File: src/rtl/sram_port_arbiter.sv
// sram_port_arbiter: shares one synchronous-read single-port SRAM between the
// instruction-fetch and data sides, with D priority and a bounded I-side wait.
`default_nettype none

module sram_port_arbiter #(
  parameter int AWIDTH   = 12,
  parameter int MAX_WAIT = 4
) (
  input  logic              CLK,
  input  logic              RSTn,
  input  logic              I_REQ,
  input  logic [AWIDTH-1:0] I_ADDR,
  output logic              I_GNT,
  output logic              I_RVALID,
  output logic [31:0]       I_RDATA,
  input  logic              D_REQ,
  input  logic              D_WE,
  input  logic [AWIDTH-1:0] D_ADDR,
  input  logic [3:0]        D_BE,
  input  logic [31:0]       D_WDATA,
  output logic              D_GNT,
  output logic              D_RVALID,
  output logic [31:0]       D_RDATA,
  output logic              MEM_CSN,
  output logic              MEM_WEN,
  output logic [AWIDTH-1:0] MEM_ADDR,
  output logic [3:0]        MEM_BE,
  output logic [31:0]       MEM_DI,
  input  logic [31:0]       MEM_DOUT
);

  localparam logic [3:0] C_MAX_WAIT = 4'(MAX_WAIT);

  logic [3:0] r_starve_cnt;
  logic       r_rsp_i;
  logic       r_rsp_d;
  logic       r_rsp_d_rd;
  logic       w_starved;

  assign w_starved = (r_starve_cnt == C_MAX_WAIT);

  // D wins contention unless the I side has waited MAX_WAIT cycles.
  assign I_GNT = RSTn & I_REQ & (~D_REQ | w_starved);
  assign D_GNT = RSTn & D_REQ & ~I_GNT;

  always_ff @(posedge CLK) begin
    if (!RSTn) begin
      r_starve_cnt <= 4'd0;
      r_rsp_i      <= 1'b0;
      r_rsp_d      <= 1'b0;
      r_rsp_d_rd   <= 1'b0;
    end else begin
      r_rsp_i    <= I_GNT;
      r_rsp_d    <= D_GNT;
      r_rsp_d_rd <= D_GNT & ~D_WE;
      if (I_REQ && !I_GNT) begin
        if (!w_starved) begin
          r_starve_cnt <= r_starve_cnt + 4'd1;
        end
      end else begin
        r_starve_cnt <= 4'd0;
      end
    end
  end

  assign MEM_CSN  = ~(I_GNT | D_GNT);
  assign MEM_WEN  = ~(D_GNT & D_WE);
  assign MEM_ADDR = D_GNT ? D_ADDR : (I_GNT ? I_ADDR : '0);
  assign MEM_BE   = D_GNT ? D_BE : 4'b0000;
  assign MEM_DI   = (D_GNT && D_WE) ? D_WDATA : 32'h0;

  // Responses are masked while reset is held so a pending one is dropped.
  assign I_RVALID = RSTn & r_rsp_i;
  assign I_RDATA  = (RSTn && r_rsp_i) ? MEM_DOUT : 32'h0;
  assign D_RVALID = RSTn & r_rsp_d;
  assign D_RDATA  = (RSTn && r_rsp_d_rd) ? MEM_DOUT : 32'h0;

endmodule

`default_nettype wire

File: config.mk
export PLATFORM = sky130hd
export DESIGN_NAME = sram_port_arbiter
export DESIGN_NICKNAME = d
export VERILOG_FILES = /design/src/rtl/sram_port_arbiter.sv
export SDC_FILE = /design/constraint.sdc
export NUM_CORES = 1
export LEC_CHECK = 0
export BUFFER_PORTS_ARGS = -buffer_cell sky130_fd_sc_hd__buf_2
export CORE_AREA = 2 2 83 85
export CTS_BUF_LIST = sky130_fd_sc_hd__clkbuf_16
export DETAILED_ROUTE_END_ITERATION = 7
export DIE_AREA = 0 0 85 87
export GPL_TIMING_DRIVEN = 0
export PLACE_DENSITY = 0.62
export RECOVER_POWER = 100
export SLEW_MARGIN = 30
export SYNTH_ARGS = -nofsm -noshare
export SYNTH_HDL_FRONTEND = slang
export SYNTH_SLANG_ARGS = --single-unit
File: constraint.sdc
create_clock -name CLK -period 2.1 [get_ports CLK]
set_input_delay 0.42 -clock CLK [delete_from_list [all_inputs] [get_ports CLK]]
set_output_delay 0.42 -clock CLK [all_outputs]
set_load 0.005 [all_outputs]
==> impl_metrics.json <==
{
  "outcome": "completed",
  "place_hpwl_mm": 5.03,
  "worst_hold_startpoint": "D_WE",
  "timing.critical_path.arrival_ns": 1.63,
  "power_density_mw_per_mm2": 296,
  "hold_end": "r_rsp_d_rd$_SDFF_PN0_",
  "hold_violations": 0,
  "critical_path.reg2reg.endpoint": "r_starve_cnt[3]$_SDFFE_PN0N_",
  "worst_slack_ns": 0.0513,
  "chipHeight_microns": 87,
  "clk_path_buf_depth": 2,
  "detailroute.via_count": 2192,
  "cp.buffers_inverters": 3,
  "dp_worst_setup_slack_ns": 0.0342,
  "critPathKind": "flop to output port",
  "r2r_slack_ns": 0.73,
  "synth_nets": 265,
  "timing.fmax_ghz": 0.488,
  "synth_seq_area_share_pct": 12.2,
  "grt_max_degree": 11,
  "worst_setup_hold_path_clk_slew_ns": 0.03,
  "synth-adder-area-share_pct": 2.18,
  "ctsHtreeMaxLevel": 1,
  "netlist_area_pre_place_sq_mm": 0.00115,
  "post_route_drc_violation_count": 0,
  "yosysTopAreaCellShare_pct": 52.2,
  "timing.final.crit_share_pct": 97.6,
  "power.switching_fraction_pct": 27.8,
  "die_width_microns": 85,
  "cpLargestDelayFamily": "compound AO/OA/AOI/OAI gates",
  "tritoncts_clock_tree": "yes",
  "power.net_switching_uw": 210,
  "clockPowerShare_pct": 42.2,
  "intPower_uw": 545,
  "synth_largest_area_cell": "and3_1",
  "std_cell_rows": 30,
  "grt_pass1_wl_mm": 9.32,
  "synth_top_family_by_area": "simple AND/OR/NAND/NOR gates",
  "number_of_different_library_cells_in_the_post_synthesis_netlist": 23,
  "drt_iter0_drc": 66,
  "timing.max_cap.violations": 0,
  "crit_path_start_kind": "flop",
  "tritoncts.num_buffers": 3,
  "postSynthRegisterBits": 7,
  "grt_antenna_before_repair": 0,
  "setup_viol_count_final": 0,
  "floorplan.initialDensity_pct": 17.5,
  "syn-instance-count": 166,
  "static-leakage-power_uw": 0.00192,
  "timing.final.crit_period_ns": 2.05,
  "die_ar_sq_mm": 0.00740,
  "r2r_start": "r_starve_cnt[0]$_SDFFE_PN0N_",
  "avgSynthCellArea_sq_um": 6.93,
  "slew_viol_final": 0,
  "grt_pass1_vias": 1939,
  "finalCoreUtilization_pct": 38.8,
  "drt-total-wl_mm": 6.27,
  "cts_sinks": 7,
  "required_ns": 1.68,
  "min_delay_path_depth": 2,
  "place.gp.congestion": 0.726,
  "synthToLayoutAreaGrowth_pct": 121,
  "slowest_stage": "dfxtp_2",
  "fp.coreArea_sq_mm": 0.00657,
  "root_buffer": "clkbuf_16",
  "synth_compound_gate_area_share_pct": 13.2,
  "gr-total-overflow": 0,
  "final.setup_skew_ns": 0.00183,
  "layout-drive-gt1-share_pct": 61.5,
  "final_net_count": 495,
  "clk-insertion-delay-late_ns": 0.23,
  "mostFrequentLayoutCell": "buf_2",
  "diodes_inserted": 0,
  "drt_pre_antenna_iters": 4,
  "cp_slowest_stage_delay_ns": 0.31,
  "synth-xor-area-share_pct": 1.52,
  "post_drt_wl_per_cell_microns": 13.2,
  "number_of_vias_per_cell_after_detailed_routing": 4.61,
  "io_pins": 215,
  "timing.max_slew.rel_slack_pct": 72.7,
  "track_usage_pct": 15.2,
  "power_frac_seq_pct": 18.7,
  "tightest_slew_ns": 0.409,
  "ir_drop_v": 0.000347,
  "fillers": 697,
  "critical_path.max_fanout": 5,
  "buffer_ports.inserted": 214,
  "ys_top_cells_by_area": "and3_1 (52%), dfxtp_1 (12%), a22o_1 (9.1%)",
  "timing.reg2reg.worst_path_depth": 8,
  "number_of_synthesis_warnings": 0,
  "cp-end-kind": "output port",
  "grt_setup_unrepaired": "true",
  "synth.area.mux_share_pct": 0,
  "critical_path.cell_chain": "inv_2 > ha_4 > nand3b_4 > o211a_4 > buf_6 > a22o_1 > buf_2",
  "drtAntennaViolNets": 0,
  "multi_input_comb_area_sq_um": 930,
  "yosys.area_share.simple_pct": 60.7,
  "worst_hold_path_type": "primary input to flop",
  "regArea_sq_um": 143,
  "comb_power_share_pct": 39.1,
  "layout_common_cells": "buf_2 (215), and3_1 (96), clkbuf_1 (15)"
}
[per-stage QoR]
| step | power, uW | instance area (sq um) | TNS (ns) | cells | hold WS, ns |
|---|---|---|---|---|---|
| after floorplan | 245 | 1150 | 0 | 166 | 0.430 |
| after global placement | 414 | 2320 | 0 | 460 | 0.445 |
| after detailed placement | 418 | 2320 | 0 | 460 | 0.448 |
| after CTS | 760 | 2520 | 0 | 474 | 0.467 |
| after global routing | 805 | 2550 | -0.0225 | 475 | 0.474 |
| final | 755 | 2550 | 0 | 475 | 0.463 |
[sequential cells by signal, indices dropped and copies added (netlist names)]
signal,flops
r_rsp_i,1
r_starve_cnt,4
r_rsp_d_rd,1
r_rsp_d,1
[worst max-delay path by stage]
| stage | start | end | cells past startpoint |
|---|---|---|---|
| final | r_starve_cnt[0]$_SDFFE_PN0N_ | MEM_ADDR[9] | 7 |
| after global routing | r_starve_cnt[0]$_SDFFE_PN0N_ | MEM_ADDR[7] | 7 |
| after CTS | r_starve_cnt[1]$_SDFFE_PN0N_ | MEM_ADDR[10] | 7 |
| after detailed placement | RSTn | D_RDATA[25] | 5 |
| after global placement | RSTn | D_RDATA[30] | 5 |
| after floorplan | r_starve_cnt[0]$_SDFFE_PN0N_ | MEM_ADDR[0] | 6 |
[Yosys cell counts (all sizes together)]
library cell  instances
and3                 96
clkbuf               18
a22o                 12
dfxtp                 7
and2                  6
buf                   4
inv                   4
nor2                  4
a21oi                 2
ha                    2
nand2                 2
o211a                 2
nand3                 1
nand3b                1
nand4                 1
nor2b                 1
o21ai                 1
xnor2                 1
xor2                  1
[per-layer routing]
layer | part of all wire [%] | GRT usage (%) | wire, microns
met1 | 39 | 18.3 | 2460
met2 | 51 | 28.8 | 3220
met3 | 8.6 | 2.46 | 539
met4 | 0.72 | 2.31 | 45
met5 | 0 | 0 | 0
[cells by family after synthesis]
group,Yosys count
flip-flops,7
XOR/XNOR,2
buffers and inverters,26
AND/OR/NAND/NOR,112
AO/OA/AOI/OAI,17
adder cells (fa/ha/maj),2
[power by group through the flow]
stage,combinational (uW),clock [uW],sequential [uW]
after floorplan,103,0,141
after global placement,271,0,143
after detailed placement,275,0,143
after CTS,293,326,141
after global routing,327,336,142
final,295,319,141
[layout make-up]
type,count,area share [%]
Sequential cell,7,5.60
Buffer,22,5.21
Clock inverter,1,0.147
Timing Repair Buffer,224,45.1
Tap cell,80,3.93
Inverter,4,0.590
Multi-Input combinational cell,134,36.5
Clock buffer,3,2.95
[timing repair]
action,4_1_cts,5_1_grt
setup endpoints to repair,34,45
buffers inserted,6,1
hold buffers,0,0
pin swaps,3,11
gates cloned,4,0
resized for setup,15,6
(Power assumes the default switching activity.)
